## src/rtl/alu_op_decoder.sv

```systemverilog
// Registered decode-and-issue stage: turns an RV32I ALU-class instruction into an
// operand pair and 5-bit ALU_OP for alu_int, with valid/ready on both sides.
module alu_op_decoder (
   input  logic        CLK,
   input  logic        RESET,
   input  logic        IN_VALID,
   output logic        IN_READY,
   input  logic [31:0] INSTR,
   input  logic [31:0] PC,
   input  logic [31:0] RS1_DATA,
   input  logic [31:0] RS2_DATA,
   output logic        OUT_VALID,
   input  logic        OUT_READY,
   output logic [31:0] OP1,
   output logic [31:0] OP2,
   output logic [4:0]  ALU_OP,
   output logic [4:0]  RD_ADDR,
   output logic        REG_WRITE_EN,
   output logic        ILLEGAL,
   output logic [7:0]  ILLEGAL_COUNT
);

   localparam logic [6:0] OpcOp    = 7'b0110011;
   localparam logic [6:0] OpcOpImm = 7'b0010011;
   localparam logic [6:0] OpcLui   = 7'b0110111;
   localparam logic [6:0] OpcAuipc = 7'b0010111;

   localparam logic [6:0] Funct7Base = 7'b0000000;
   localparam logic [6:0] Funct7Alt  = 7'b0100000;

   localparam logic [2:0] Funct3Add = 3'b000;
   localparam logic [2:0] Funct3Sll = 3'b001;
   localparam logic [2:0] Funct3Srx = 3'b101;

   localparam logic [4:0] AluAdd = 5'b00000;
   localparam logic [4:0] AluSra = 5'b01101;
   localparam logic [4:0] AluFwd = 5'b10000;

   logic [6:0]  opcode;
   logic [2:0]  funct3;
   logic [6:0]  funct7;
   logic [4:0]  rd;
   logic [31:0] imm_i;
   logic [31:0] imm_u;
   logic [31:0] shamt;
   logic        unused_rs_fields;

   logic [31:0] op1_d;
   logic [31:0] op2_d;
   logic [4:0]  alu_op_d;
   logic        illegal_d;
   logic        we_d;

   logic        valid_q;
   logic [31:0] op1_q;
   logic [31:0] op2_q;
   logic [4:0]  alu_op_q;
   logic [4:0]  rd_q;
   logic        we_q;
   logic        illegal_q;
   logic [7:0]  ill_cnt_q;

   logic        accept;

   assign opcode = INSTR[6:0];
   assign rd     = INSTR[11:7];
   assign funct3 = INSTR[14:12];
   assign funct7 = INSTR[31:25];
   assign imm_i  = {{20{INSTR[31]}}, INSTR[31:20]};
   assign imm_u  = {INSTR[31:12], 12'b0};
   assign shamt  = {27'b0, INSTR[24:20]};

   // Register indices are consumed upstream by the register-file read.
   assign unused_rs_fields = ^INSTR[19:15];

   assign IN_READY = !valid_q || OUT_READY;
   assign accept   = IN_VALID && IN_READY;

   always_comb begin
      op1_d     = '0;
      op2_d     = '0;
      alu_op_d  = AluAdd;
      illegal_d = 1'b0;
      case (opcode)
         OpcOp: begin
            op1_d    = RS1_DATA;
            op2_d    = RS2_DATA;
            alu_op_d = {1'b0, funct7[5], funct3};
            if (funct7 == Funct7Base) begin
               illegal_d = 1'b0;
            end else if (funct7 == Funct7Alt &&
                         (funct3 == Funct3Add || funct3 == Funct3Srx)) begin
               illegal_d = 1'b0;
            end else begin
               illegal_d = 1'b1;
            end
         end
         OpcOpImm: begin
            op1_d    = RS1_DATA;
            op2_d    = imm_i;
            alu_op_d = {2'b00, funct3};
            if (funct3 == Funct3Sll) begin
               op2_d     = shamt;
               illegal_d = (funct7 != Funct7Base);
            end else if (funct3 == Funct3Srx) begin
               op2_d = shamt;
               if (funct7 == Funct7Alt) begin
                  alu_op_d = AluSra;
               end else if (funct7 != Funct7Base) begin
                  illegal_d = 1'b1;
               end
            end
         end
         OpcLui: begin
            op1_d    = imm_u;
            alu_op_d = AluFwd;
         end
         OpcAuipc: begin
            op1_d = PC;
            op2_d = imm_u;
         end
         default: illegal_d = 1'b1;
      endcase
      // Illegal words issue as a harmless ADD 0,0 with no writeback.
      if (illegal_d) begin
         op1_d    = '0;
         op2_d    = '0;
         alu_op_d = AluAdd;
      end
   end

   assign we_d = !illegal_d && (rd != 5'd0);

   always_ff @(posedge CLK) begin
      if (RESET) begin
         valid_q   <= 1'b0;
         op1_q     <= '0;
         op2_q     <= '0;
         alu_op_q  <= '0;
         rd_q      <= '0;
         we_q      <= 1'b0;
         illegal_q <= 1'b0;
         ill_cnt_q <= '0;
      end else if (accept) begin
         valid_q   <= 1'b1;
         op1_q     <= op1_d;
         op2_q     <= op2_d;
         alu_op_q  <= alu_op_d;
         rd_q      <= rd;
         we_q      <= we_d;
         illegal_q <= illegal_d;
         if (illegal_d && ill_cnt_q != 8'hFF) begin
            ill_cnt_q <= ill_cnt_q + 8'd1;
         end
      end else if (OUT_READY) begin
         valid_q <= 1'b0;
      end
   end

   assign OUT_VALID     = valid_q;
   assign OP1           = op1_q;
   assign OP2           = op2_q;
   assign ALU_OP        = alu_op_q;
   assign RD_ADDR       = rd_q;
   assign REG_WRITE_EN  = we_q;
   assign ILLEGAL       = illegal_q;
   assign ILLEGAL_COUNT = ill_cnt_q;

endmodule

```

## config.mk

```make
export PLATFORM = sky130hd
export DESIGN_NAME = alu_op_decoder
export DESIGN_NICKNAME = d
export VERILOG_FILES = /design/src/rtl/alu_op_decoder.sv
export SDC_FILE = /design/constraint.sdc
export NUM_CORES = 1
export LEC_CHECK = 0
export ABC_CLOCK_PERIOD_IN_PS = 5470
export CAP_MARGIN = 30
export CELL_PAD_IN_SITES_DETAIL_PLACEMENT = 1
export CELL_PAD_IN_SITES_GLOBAL_PLACEMENT = 1
export CORE_AREA = 2 2 122 124
export DETAILED_ROUTE_END_ITERATION = 10
export DIE_AREA = 0 0 124 126
export GPL_ROUTABILITY_DRIVEN = 1
export PLACE_DENSITY = 0.85
export REMOVE_ABC_BUFFERS = 1
export SLEW_MARGIN = 20
export SYNTH_ARGS = -nofsm -noshare
export SYNTH_HDL_FRONTEND = slang
export SYNTH_SLANG_ARGS = --single-unit
export TNS_END_PERCENT = 1
```

## constraint.sdc

```tcl
create_clock -name CLK -period 5.47 [get_ports CLK]
set_clock_uncertainty 0.05 [all_clocks]
set_input_delay 1.641 -clock CLK [delete_from_list [all_inputs] [get_ports CLK]]
set_output_delay 1.641 -clock CLK [all_outputs]
set_load 0.03 [all_outputs]
```

# [After elaboration in Yosys (flattened, before gate mapping)]
# Cells that the tools add are included.
[classes] n_reduce_logical=16 addsub=1 muxes=20 n_eq_ne=8
[op_table] cell="one-hot mux 32 bit (3 select lines)" count=2
[op_table] cell="two-way mux 32 bit" count=4
[op_table] cell="equality test 7 x 6 -> 1 bit (second input constant)" count=3
[op_table] cell="one-hot mux 5 bit (3 select lines)" count=1
[op_table] cell="equality test 7 x 5 -> 1 bit (second input constant)" count=2
[op_table] cell="two-way mux 4 bit" count=3
[op_table] cell="adder 8 x 1 -> 8 bit (second input constant)" count=1
[op_table] cell="two-way mux 1 bit" count=8
[op_table] cell="inequality test 8 bit (second input constant)" count=1
[op_table] cell="logical NOT 7 bit" count=1
[op_table] cell="nonzero test 7 bit" count=1
[op_table] cell="two-way mux 5 bit" count=1
[op_table] cell="nonzero test 5 bit" count=1
[op_table] cell="logical AND 1 bit" count=4
[op_table] cell="OR reduction 2 bit" count=2
[op_table] cell="equality test 3 x 1 -> 1 bit (second input constant)" count=1
[op_table] cell="equality test 3 bit (second input constant)" count=1
[op_table] cell="logical NOT 3 bit" count=1
[op_table] cell="one-hot mux 1 bit (3 select lines)" count=1
[op_table] cell="logical NOT 1 bit" count=2
[op_table] cell="logical OR 1 bit" count=2
[op_table] cell="AND reduction 2 bit" count=1
[op_table] cell="nonzero test 2 bit" count=1
[totals] input_bits=132 ff_bits=85

# [Longest topological paths before layout]
# Gate-level depths: netlist of the first run.
[logic_depth] depth_word=8 ltp_mapped=7 mapped_depth_nobuf=5

# [Least setup slack after synthesis of the first run]
# No wires, ideal clock.
[synth_timing] kind="in2out" startpoint="in OUT_READY" endpoint="out IN_READY" required_time_ns=3.779 path_buffers=0 arrival_time_ns=1.961 path_slack_ns=1.818 path_stages=1 path_cell_list="nand2b_1"
[synth_between] elab_chain_cells=1
[synth_lines] element="start: declaration" line="13" source="input logic OUT_READY,"
[synth_lines] element="logical OR 1 bit" line="76" source="assign IN_READY = !valid_q || OUT_READY;"
[synth_lines] element="end: declaration" line="7" source="output logic IN_READY,"
# Every way passes these cells.

# [Worst setup path in the final report of the first run]
# Ends and elaborated chain as after synthesis.

==> results of run 1 <==
## area by class of cell
class | count | area, sq um
fill | 1656 | 7630
timing repair buffer | 228 | 2240
multi-input combinational | 372 | 2190
sequential | 85 | 1700
clock buffer | 12 | 236
tap | 184 | 230
clock inverter | 2 | 60.1
inverter | 4 | 15.0
## registers in the layout, indices dropped and copies added (netlist names)
signal / cells
OP1: 32
OP2: 32
ILLEGAL_COUNT: 8
ALU_OP: 5
RD_ADDR: 5
ILLEGAL: 1
OUT_VALID: 1
REG_WRITE_EN: 1
## worst max path at each step
stage | startpoint | to | cells past startpoint
final | OUT_READY | IN_READY | 3
after floorplan | INSTR[2] | OP2[12]$_SDFFE_PP0P_ | 4
after CTS | OUT_READY | IN_READY | 3
after detailed placement | OUT_READY | IN_READY | 3
after global routing | OUT_READY | IN_READY | 3
after global placement | OUT_READY | IN_READY | 3
## worst reg2reg max path, stage by stage (launching register included)
cell and delay (ps):
dfxtp_1 340, nand2b_1 120, and2_1 180, buf_4 220, nor2_4 740, buf_4 320, nand2_1 70, o21ai_0 70
## synth_stat cells (all sizes together), types with 2 or more instances
library cell,count,area share
a21o,12,0.022
a21oi,35,0.043
a22o,3,0.0065
a22oi,26,0.048
and3,2,0.0031
buf,10,0.017
clkbuf,26,0.024
dfxtp,85,0.42
inv,3,0.0028
mux2,4,0.013
mux2i,26,0.064
nand2,121,0.11
nand2b,4,0.0062
nand3,17,0.021
nor2,23,0.022
nor2b,7,0.013
nor3,4,0.0049
nor3b,3,0.0055
nor4,3,0.0083
o2111ai,2,0.0059
o21ai,49,0.060
o2bb2ai,8,0.030
o31a,8,0.017
o31ai,2,0.0037
or4,4,0.0083
## stage by stage
stage                     cells  area [sq um]  setup slack [ps]   util
after global placement      873          6390               813  0.446
after global routing        887          6680               763  0.467
final                       887          6680               807  0.467
after floorplan             461          3890               397      -
after detailed placement    873          6390               804  0.446
after CTS                   887          6680               789  0.467
## power breakdown
group	leakage [nW]	total [mW]	internal [mW]	switching (mW)
Clock	0.143	0.639	0.396	0.244
Combinational	1.69	0.232	0.123	0.109
Sequential	0.686	0.628	0.624	0.00381
## cell families (layout without fill, tap and decap cells)
group | count (synthesis) | after routing | synth area share
adder cells (fa/ha/maj) | 1 | 1 | 0.00308
buffers and inverters | 40 | 246 | 0.0447
flip-flops | 85 | 85 | 0.419
multiplexers | 30 | 30 | 0.0771
AO/OA/AOI/OAI | 148 | 148 | 0.243
AND/OR/NAND/NOR | 192 | 192 | 0.211
XOR/XNOR | 1 | 1 | 0.00216
## layer usage
| layer | GRT usage | up-vias |
|---|---|---|
| met3 | 0.0684 | 24 |
| met5 | 0 | - |
| met2 | 0.376 | 173 |
| li1 | - | 2151 |
| met1 | 0.235 | 2207 |
| met4 | 0.0714 | 0 |
==> flow_summary.toml, run 1 <==
[critical_path]
critPathCaptureType = "primary output"
start_kind = "input port"
ff2ff_path_depth = 7
critical_path_peak_fanout = 5
cpMostUsedCell = "clkdlybuf4s50_1"
path_cells = "clkdlybuf4s50_1 -> nand2b_1 -> clkdlybuf4s50_1"
slowest_stage = "clkdlybuf4s50_1"
reg2reg_from = "OUT_VALID$_SDFFE_PP0P_"
worstPathArrival_ps = 2970
path_buf_inv = 2
critPathKind = "input port to primary output"
cp.required_ps = 3780
r2r_end = "OP1[30]$_SDFFE_PP0P_"
cp_top_family = "buffers and inverters"
critPathMaxStageDelay_ps = 700
r2r_setup_slack_ps = 3280

[finish]
area_delta_synth_final_pct = 64.6
nets = 833
layout_common_cells = "clkdlybuf4s50_1 (215), nand2_1 (121), dfxtp_1 (85)"
diodes = 0
drive_above_1_share = 0.0597
final_common_cell = "clkdlybuf4s50_1"

[power]
vdd_drop_max_mv = 0.103
p_total_mw = 1.50
p_leak_nw = 2.52
p_per_area_mw_per_mm2 = 224

[hold_path]
holdPathStages = 2
hold_class = "flip-flop to flip-flop"
whs_endpoint = "OP2[5]$_SDFFE_PP0P_"
min_from = "OP2[5]$_SDFFE_PP0P_"

[synth]
synth.cell_area_sq_mm = 0.00406
synth_edf_count = 0
synth_seq_cells = 85
ys.flop_type = "dfxtp_1"
async_reset_ff_frac = 0
syn_avg_cell_area_sq_um = 8.17
yosys_warnings = 0
ys_types = 45
netlist_instances = 497
ys_seq_area_frac = 0.419

[detailed_routing]
wl_met2_microns = 8400
via_per_inst = 5.14
drt_wl_total_microns = 16800
m1WireLength_microns = 6590
route.met3.wl_microns = 1520
initialDrtViolationCount = 204
vias = 4555
drt_pass1_iterations = 6
wire_per_inst_microns = 19.0
antenna_left = 0
dr.max_layer_used = "met4"
drc = 0

[sta]
tns_ps = 0
rsz0062_at_grt = "false"
final_hold_viol_count = 0
tightest_slew_ps = 930
slew_violations = 0
fmaxAchievable_ghz = 0.214
setup_violations = 0
holdWs_ps = 399
finalCritPeriodShare = 0.852
slew_headroom = 0.379
post-route-min-period_ps = 4660

[placed_design]
portBuffers = 217
dp_hpwl_microns = 12500
place.gp.congestion = 0.813

[global_routing]
grt_pass1_vias = 4859
grt_max_degree = 51
grtUsageTotal = 0.211
antenna_found_initial = 0
grt_remaining_overflow = 0
grt_pass1_wl_microns = 25600

[clock_tree]
clkSinkCount = 85
clkSlewWorstSetupHoldPaths_ps = 60
cts-resized-gates = 0
clock_latency_ps = 340
cts.htree.levels = 3
cts_setup_buffers = 0
hold_buffers = 0
clock_path_buffers = 2
root_buffer = "clkbuf_16"
cts_tree = "built"
cts_made_buffers = 9

[die]
fp.dieH_microns = 126
start_util = 0.284
num_rows = 44
boundaryPins = 218
fp.dieW_microns = 124
dieArea_sq_mm = 0.0156
core-area_sq_mm = 0.0143

[run]
drv_cap = 0

[run_status]
status = "complete, no violations"
Note: power is estimated with default switching activity, not from simulation.
==> run 2, diff against run 1 <==
==> config.mk (replaced) <==
export PLATFORM = sky130hd
export DESIGN_NAME = alu_op_decoder
export DESIGN_NICKNAME = d
export VERILOG_FILES = /design/src/rtl/alu_op_decoder.sv
export SDC_FILE = /design/constraint.sdc
export NUM_CORES = 1
export LEC_CHECK = 0
export ABC_AREA = 1
export ABC_CLOCK_PERIOD_IN_PS = 5470
export CAP_MARGIN = 30
export CELL_PAD_IN_SITES_DETAIL_PLACEMENT = 1
export CELL_PAD_IN_SITES_GLOBAL_PLACEMENT = 1
export CORE_AREA = 2 2 127 129
export DETAILED_ROUTE_END_ITERATION = 10
export DIE_AREA = 0 0 129 131
export GPL_ROUTABILITY_DRIVEN = 1
export PLACE_DENSITY = 0.87
export REMOVE_ABC_BUFFERS = 1
export SLEW_MARGIN = 15
export SYNTH_ARGS = -nofsm -noshare
export SYNTH_HDL_FRONTEND = slang
export SYNTH_SLANG_ARGS = --single-unit
export TNS_END_PERCENT = 1
==> run 2 against run 1 <==
Clock power up 7.4%. Global-route usage up 1.0 points. Critical path depth up 1. Flip-flop and latch count unchanged. Die area up 8.2%. Highest routed layer unchanged. Combinational power down 8%. Power up 1.9%. Sequential share of layout area down 2.2 points. Register-to-register slack worse by 30 ps. Critical path type unchanged. Fmax up 0.64%. Core utilization up 0.15 points.
==> flow_summary.toml, run 2 <==
[run_status]
status = "complete, no violations"

[detailed_routing]
wire_per_inst_microns = 17.3
drc = 0
initialDrtViolationCount = 218
vias = 5390
via_per_inst = 4.95
drt_pass1_iterations = 4
antenna_left = 0
drt_wl_total_microns = 18900

[critical_path]
setup.worst_path.start = "OUT_READY"
start_kind = "input port"
path_cells = "clkdlybuf4s50_1 -> inv_1 -> nand2_1 -> clkdlybuf4s50_1"
critical_path_peak_fanout = 3
cp.required_ps = 3780
worstPathArrival_ps = 2940
slowest_stage = "clkdlybuf4s50_1"
critPathCaptureType = "primary output"
critPathKind = "input port to primary output"
cpMostUsedCell = "clkdlybuf4s50_1"
critPathMaxStageDelay_ps = 690
reg2reg_from = "OUT_VALID$_SDFFE_PP0P_"
ff2ff_path_depth = 7

[synth]
syn_avg_cell_area_sq_um = 6.98
ys_types = 29
synth.cell_area_sq_mm = 0.00474
synth_top_area_frac = 0.359
synth_edf_count = 0
synth_seq_cells = 85
synth_area_leader_cell = "dfxtp_1"
netlist_instances = 679
yosys-top-cells-count = "nand2_1 (209), dfxtp_1 (85), a21oi_1 (72), nand3_1 (62), inv_1 (39)"
synth.area.top_cells = "dfxtp_1 (36%), nand2_1 (17%), a21oi_1 (7.6%)"
synth_most_common_cell = "nand2_1"
async_reset_ff_frac = 0
yosys_warnings = 0
ys.flop_type = "dfxtp_1"
ys_seq_area_frac = 0.359

[global_routing]
grt_pass1_vias = 5507
antenna_found_initial = 0
grt_max_degree = 66
grtUsageTotal = 0.221
grt_pass1_wl_microns = 28900
grt_remaining_overflow = 0

[clock_tree]
hold_buffers = 0
clkSinkCount = 85
cts_tree = "built"
cts.htree.levels = 3
cts_setup_buffers = 0
clock_latency_ps = 350
root_buffer = "clkbuf_16"
clock_path_buffers = 2
cts-resized-gates = 0
clkSlewWorstSetupHoldPaths_ps = 60
cts_made_buffers = 9

[finish]
nets = 1000
diodes = 0
layout_common_cells = "clkdlybuf4s50_1 (216), nand2_1 (208), dfxtp_1 (85)"
drive_above_1_share = 0.107
final_common_cell = "clkdlybuf4s50_1"
area_delta_synth_final_pct = 54.2

[placed_design]
pre_cts_ws_ps = 824
dp_hpwl_microns = 13100
portBuffers = 217
place.gp.congestion = 0.827

[power]
p_per_area_mw_per_mm2 = 209
vdd_drop_max_mv = 0.174
p_leak_nw = 2.53

[sta]
finalCritPeriodShare = 0.847
post-route-min-period_ps = 4630
slew_violations = 0
setup_slack_ps = 837
tightest_slew_ps = 927
tns_ps = 0
setup_violations = 0
fmaxAchievable_ghz = 0.216
rsz0062_at_grt = "false"
slew_headroom = 0.378
final_hold_viol_count = 0

[die]
core-area_sq_mm = 0.0156
fp.dieW_microns = 129
start_util = 0.304
boundaryPins = 218
num_rows = 46
dieArea_sq_mm = 0.0169
fp.dieH_microns = 131

[hold_path]
min_from = "OP1[6]$_SDFFE_PP0P_"
hold_class = "flip-flop to flip-flop"
holdPathStages = 2

[run]
drv_cap = 0
run 2: cell count changes in the layout (fill, tap and decap cells not counted), sizes merged, moves of 9 or more:
cell    before  now
a22oi       26    0
mux2i       26    0
o211ai       0   16
nor2        23   36
o21ai       49   24
nand3       17   94
a21o        12    0
a21oi       35   96
nand4        1   10
nand2      121  213
inv          3   43
run 2: final timing paths:
kind                            slack, ps                    to
worst max-delay path                  840              IN_READY
worst min-delay path                  410   OP1[6]$_SDFFE_PP0P_
worst max register to register       3250  OP1[12]$_SDFFE_PP0P_
worst min register to register        410   OP1[6]$_SDFFE_PP0P_
run 2: through the flow:
| step | hold slack (ps) | std cells | util | power [mW] | area, sq um |
|---|---|---|---|---|---|
| final | 414 | 1088 | 0.468 | 1.53 | 7310 |
| after global routing | 428 | 1088 | 0.468 | 1.58 | 7310 |
| after CTS | 416 | 1088 | 0.468 | 1.54 | 7310 |
| after detailed placement | 406 | 1072 | 0.447 | 0.857 | 6980 |
| after global placement | 402 | 1072 | 0.447 | 0.854 | 6980 |
| after floorplan | 541 | 632 | - | 0.706 | 4480 |
run 2: cell families (layout without fill, tap and decap cells):
| family | count (synthesis) | count (layout) | share of synthesized area |
|---|---|---|---|
| buffers and inverters | 92 | 285 | 0.0929 |
| XOR/XNOR | 5 | 5 | 0.00924 |
| adder cells (fa/ha/maj) | 1 | 1 | 0.00264 |
| AND/OR/NAND/NOR | 354 | 354 | 0.355 |
| AO/OA/AOI/OAI | 142 | 142 | 0.181 |
| flip-flops | 85 | 85 | 0.359 |
run 2: area by class of cell:
| class | count | area (sq um) |
|---|---|---|
| timing repair buffer | 224 | 2220 |
| sequential | 85 | 1700 |
| clock inverter | 5 | 83.8 |
| inverter | 45 | 181 |
| tap | 216 | 270 |
| multi-input combinational | 502 | 2600 |
| clock buffer | 11 | 243 |
| fill | 1937 | 8290 |
run 2: per-layer routing:
metal	global-route usage	part of all wire	vias up
met5	0	0	-
met4	0.0780	0.018	0
met3	0.0574	0.064	23
met2	0.381	0.48	154
met1	0.268	0.44	2594
li1	-	-	2619
run 2: where the power goes:
group / internal, mW / switching, mW
clock network: 0.414 / 0.272
registers: 0.624 / 0.00348
logic: 0.106 / 0.108
run 2: worst max-delay path: cells and delay by family:
kind / cells / cell delay [ps]
and+or+nand+nor: 1 / 120
buffers and inverters: 3 / 1170
==> RTL edit 1: new RTL, config.mk and constraints of run 1 <==
Reset style: asynchronous (`RESET`), changed in one clocked block.
--- a/src/rtl/alu_op_decoder.sv
+++ b/src/rtl/alu_op_decoder.sv
@@ -131,7 +131,7 @@
 
    assign we_d = !illegal_d && (rd != 5'd0);
 
-   always_ff @(posedge CLK) begin
+   always_ff @(posedge CLK or posedge RESET) begin
       if (RESET) begin
          valid_q   <= 1'b0;
          op1_q     <= '0;
Function: differs if RESET is asserted again (counterexample within 4 cycles, from zero or initial values and one cycle with RESET high); with RESET held inactive, the same outputs for 10 cycles.
==> RTL edit 1 against run 1 <==
  * Cell area increased by 6.4%
  * Global-route usage increased by 0.73 points
  * Wire length increased by 2.1%
  * Cell count increased by 0.34%
  * Sequential power increased by 11%
  * Register-to-register slack improved by 0.17 ns
  * Worst setup slack got worse by 0.061 ns
  * Sequential cell count unchanged
  * Combinational power increased by 82%
  * Synthesized area increased by 11%
  * Total power increased by 19%
  * Count of clock-buffer cells in the layout decreased by 2
  * Sequential share of layout area increased by 4.4 points
==> RTL edit 1: results (changes against run 1) <==
metric	value	unit	change
status	completed		
synthTopCellsByArea	dfrtp_1 (47%), nand2_1 (11%), a21oi_1 (5.4%)		
async_flop_share	100.0	%	+100 points
critical_path_arrival	3.03	ns	+0.06 ns
cts-buffers-inserted	9		unchanged
dpl-instance-area	6768	µm²	+6.0%
synth_warnings	0		unchanged
clockBufferDepth	2		unchanged
min_to	OP2[3]		
antenna_found_initial	0		unchanged
final_nets	834		+0.12%
synth_commonest_cells	nand2_1 (136), dfrtp_1 (85), a21oi_1 (49), o21ai_0 (37), clkbuf_1 (27)		
antenna_cells	0		unchanged
routed_wl	17180	µm	+2.1%
ys_seq_area_share	47.12	%	+5.2 points
slowest_delay	0.71	ns	
port_buffers	217		unchanged
reg2reg_from	OUT_VALID		
drt-initial-drc-count	245		+20%
worst_skew_pair.late_latency	0.34	ns	about the same
grt_pass1_vias	5200		+7.0%
htreeDepth	3		unchanged
peakVddDrop	201.0	µV	+94%
r2r_end	OP1[19]		
setup_viol	0		unchanged
hold_ws	0.4256	ns	+0.02686 ns
grt_max_degree	88		+73%
post-place-ws	0.7444	ns	-0.05945 ns
drive_gt1_share	8.782	%	+2.8 points
crit_family	buffers and inverters		
cp_max_fo	4		-1
ys.flop_type	dfrtp_1		
firstDrtPassIters	4		-2
dp_hpwl	11940	µm	-4.7%
rr_worst_depth	5		-2
worst_pin_slew	0.9236	ns	-0.006215 ns
worstSetupStartpoint	OUT_READY		
routabilityCongestion	0.8367		+2.9%
leakage	0.002900	µW	+15%
min_path_cells	2		unchanged
grt_first_pass_wirelength	26680	µm	+4.3%
cts-root-buf	clkbuf_16		
hp-class	register to register		
post-cts-setup-buffer-count	0		unchanged
vias	4641		+1.9%
ys_types	49		+8.9%
grt_util_all_layers	21.87	%	+0.73 points
hp-start	OP2[3]		
r2r_slack	3.45	ns	+0.17 ns
cts_resized	0		unchanged
worst_path_max_delay_cell	clkdlybuf4s50_1		
==> RTL edit 1: worst min-delay path, cell delays in order (launching register included) <==
cell     delay (ns)
dfrtp_1        0.34
nand2_1        0.05
o31ai_1        0.05
==> RTL edit 1: logic make-up after synthesis <==
kind of cell | share of synthesized area, %
mux | 4.462
xor+xnor | 1.552
fa+ha+maj | 0.2771
compound gates | 23.67
simple gates | 18.35
buf+inv | 4.573
flops | 47.12
==> RTL edit 1: final cells by class <==
type                    count  area (µm²)
multi-input cells         378        2187
inverters                   3       16.27
fillers                  1646        7201
clock inverters             6       86.33
repair buffers            224        2227
well taps                 184       230.2
clock buffers              10       239.0
flip-flops and latches     85        2127
==> RTL edit 1: metal layers <==
metal  share of wire [%]  routed length [µm]  up-vias  GRT usage (%)
met5                   0                   0        -              0
met4                 2.1                 355        0          7.931
met3                 6.4                1092       25          4.620
met2                  52                8882      168          38.14
met1                  40                6852     2283          26.34
li1                    -                   -     2165              -
==> RTL edit 1: per-stage QoR <==
stage               cells  power [µW]
finish                890        1789
global route          890        1865
CTS                   889        1807
detailed placement    873        1129
global placement      873        1112
floorplan             466       890.3
==> RTL edit 1: where the power goes <==
part           total [µW]  internal, µW  switching (µW)
logic                 423           200             223
registers             697           660            36.6
clock network         669           412             257
total                1790          1270             517
==> RTL edit 1: worst max-delay path by stage <==
stage	endpoint	slack [ns]	depth (start not counted)
finish	IN_READY	0.75	3
floorplan	OP2[12]	0.96	4
global route	IN_READY	0.70	3
CTS	IN_READY	0.74	3
detailed placement	IN_READY	0.74	3
global placement	IN_READY	0.79	3
==> RTL edit 2: new RTL, flow settings as in run 1 <==
Made on the original files. Put one more register stage on the output `ILLEGAL_COUNT`, without a reset. The value now appears one clock later. The other outputs are not delayed to match.
--- a/src/rtl/alu_op_decoder.sv
+++ b/src/rtl/alu_op_decoder.sv
@@ -164,7 +164,9 @@
    assign RD_ADDR       = rd_q;
    assign REG_WRITE_EN  = we_q;
    assign ILLEGAL       = illegal_q;
-   assign ILLEGAL_COUNT = ill_cnt_q;
+   always_ff @(posedge CLK) begin
+      ILLEGAL_COUNT <= ill_cnt_q;
+   end
 
 endmodule
 
Check against the original RTL: not equivalent (Yosys sat finds a counterexample within 4 cycles, from zero or initial values and one cycle with RESET high).
==> RTL edit 2 against run 1 <==
  * Total power rose by 5.8%
  * Sequential cell count rose by 8
  * Critical path depth did not move
  * Wire length barely moved
  * Critical path type unchanged
  * Synthesized area rose by 2.5%
  * Worst setup slack got worse by 0.0020 ns
  * Via count rose by 0.18%
  * Cell area rose by 1.3%
==> RTL edit 2: results (changes against run 1) <==
metric	value	unit	change
async_flop_share	0	%	unchanged
wl_per_cell	18.81	µm	-0.85%
routabilityCongestion	0.7723		-5.0%
clockBufferDepth	2		unchanged
crit_family	buffers and inverters		
critical_path_arrival	2.97	ns	about the same
grt_first_pass_wirelength	25790	µm	+0.78%
firstDrtPassIters	4		-2
port_buffers	217		unchanged
min_path_cells	0		-2
grt_max_degree	50		-2.0%
slew_headroom	40.26	%	+2.4 points
cp_max_fo	5		unchanged
rr_worst_depth	5		-2
synthTopCellsByArea	dfxtp_1 (45%), nand2_1 (10%), mux2i_1 (6.3%)		
hp-class	register to register		
grt_util_all_layers	21.48	%	+0.34 points
worstSetupStartpoint	OUT_READY		
final_nets	838		+0.60%
synth_warnings	0		unchanged
vias	4563		+0.18%
cts-root-buf	clkbuf_16		
synth_commonest_cells	nand2_1 (111), dfxtp_1 (93), o21ai_0 (47), a21oi_1 (43), clkbuf_1 (30)		
hp-start	ill_cnt_q[5]		
ys.flop_type	dfxtp_1		
worst_skew_pair.late_latency	0.35	ns	
drt-initial-drc-count	164		-20%
drive_gt1_share	4.930	%	-1.0 points
post-cts-setup-buffer-count	0		unchanged
leakage	0.002557	µW	+1.4%
slowest_delay	0.70	ns	about the same
worst_path_max_delay_cell	clkdlybuf4s50_1		
ys_seq_area_share	44.74	%	+2.8 points
ys_types	45		unchanged
peakVddDrop	120.7	µV	+17%
antenna_cells	0		unchanged
grt_pass1_vias	5063		+4.2%
post-place-ws	0.8248	ns	+0.02096 ns
nFillCells	1655		-0.060%
cts_resized	0		unchanged
dp_hpwl	12210	µm	-2.5%
reg2reg_from	OUT_VALID		
status	completed		
path_clk_slew	0.06	ns	about the same
[RTL edit 2: changes by cell type after synthesis, moves of 9 or more]
cell	delta
nor3_1	+9
o21ai_0	+9
o21ai_1	-10
nand2_1	-10
o2bb2ai_1	+9
[RTL edit 2: worst register-to-register path, delay by kind of cell (launching register included)]
kind	cells	cell delay, ns
AND/OR/NAND/NOR	3	1.26
flip-flops	1	0.31
AO/OA/AOI/OAI	1	0.44
multiplexers	1	0.36
[RTL edit 2: cell families (layout without fill, tap and decap cells)]
group | Yosys count | after routing | share of synthesized area, %
simple gates | 191 | 191 | 20.75
flops | 93 | 93 | 44.74
xor+xnor | 1 | 1 | 0.2105
fa+ha+maj | 1 | 1 | 0.3006
mux | 30 | 30 | 7.426
compound gates | 148 | 148 | 21.89
buf+inv | 44 | 246 | 4.690
[RTL edit 2: power by group]
group          switching [µW]  leakage, µW  internal, µW  total (µW)
clock                     272     0.000147           401         673
sequential               4.03     0.000751           684         688
combinational             105      0.00166           121         226
[RTL edit 2: final timing paths]
path | end | slack, ns
max | IN_READY | 0.81
min reg2reg | ILLEGAL_COUNT[5] | 0.34
min | ILLEGAL_COUNT[5] | 0.34
max reg2reg | ill_cnt_q[7] | 2.93
[RTL edit 2: layer usage]
layer	global-route usage [%]	vias to the layer above	wire, µm
met2	38.07	153	8374
met3	6.793	29	1430
li1	-	2177	-
met4	9.319	0	480
met5	0	-	0
met1	23.17	2204	6535
[RTL edit 2: cell type report]
type                       count  share of cell area (%)
inverter                       4                  0.2217
multi-input combinational    371                   31.39
clock inverter                 4                   1.072
sequential                    93                   27.49
clock buffer                  12                   3.492
timing repair buffer         226                   32.93
tap                          184                   3.400
[RTL edit 2: through the flow]
step	cells	area (µm²)	util [%]	total power, µW
floorplan	468	3981	-	773.9
global placement	878	6462	45.15	920.7
detailed placement	878	6462	45.15	928.7
CTS	894	6771	47.31	1605
global route	894	6771	47.31	1647
finish	894	6771	47.31	1587
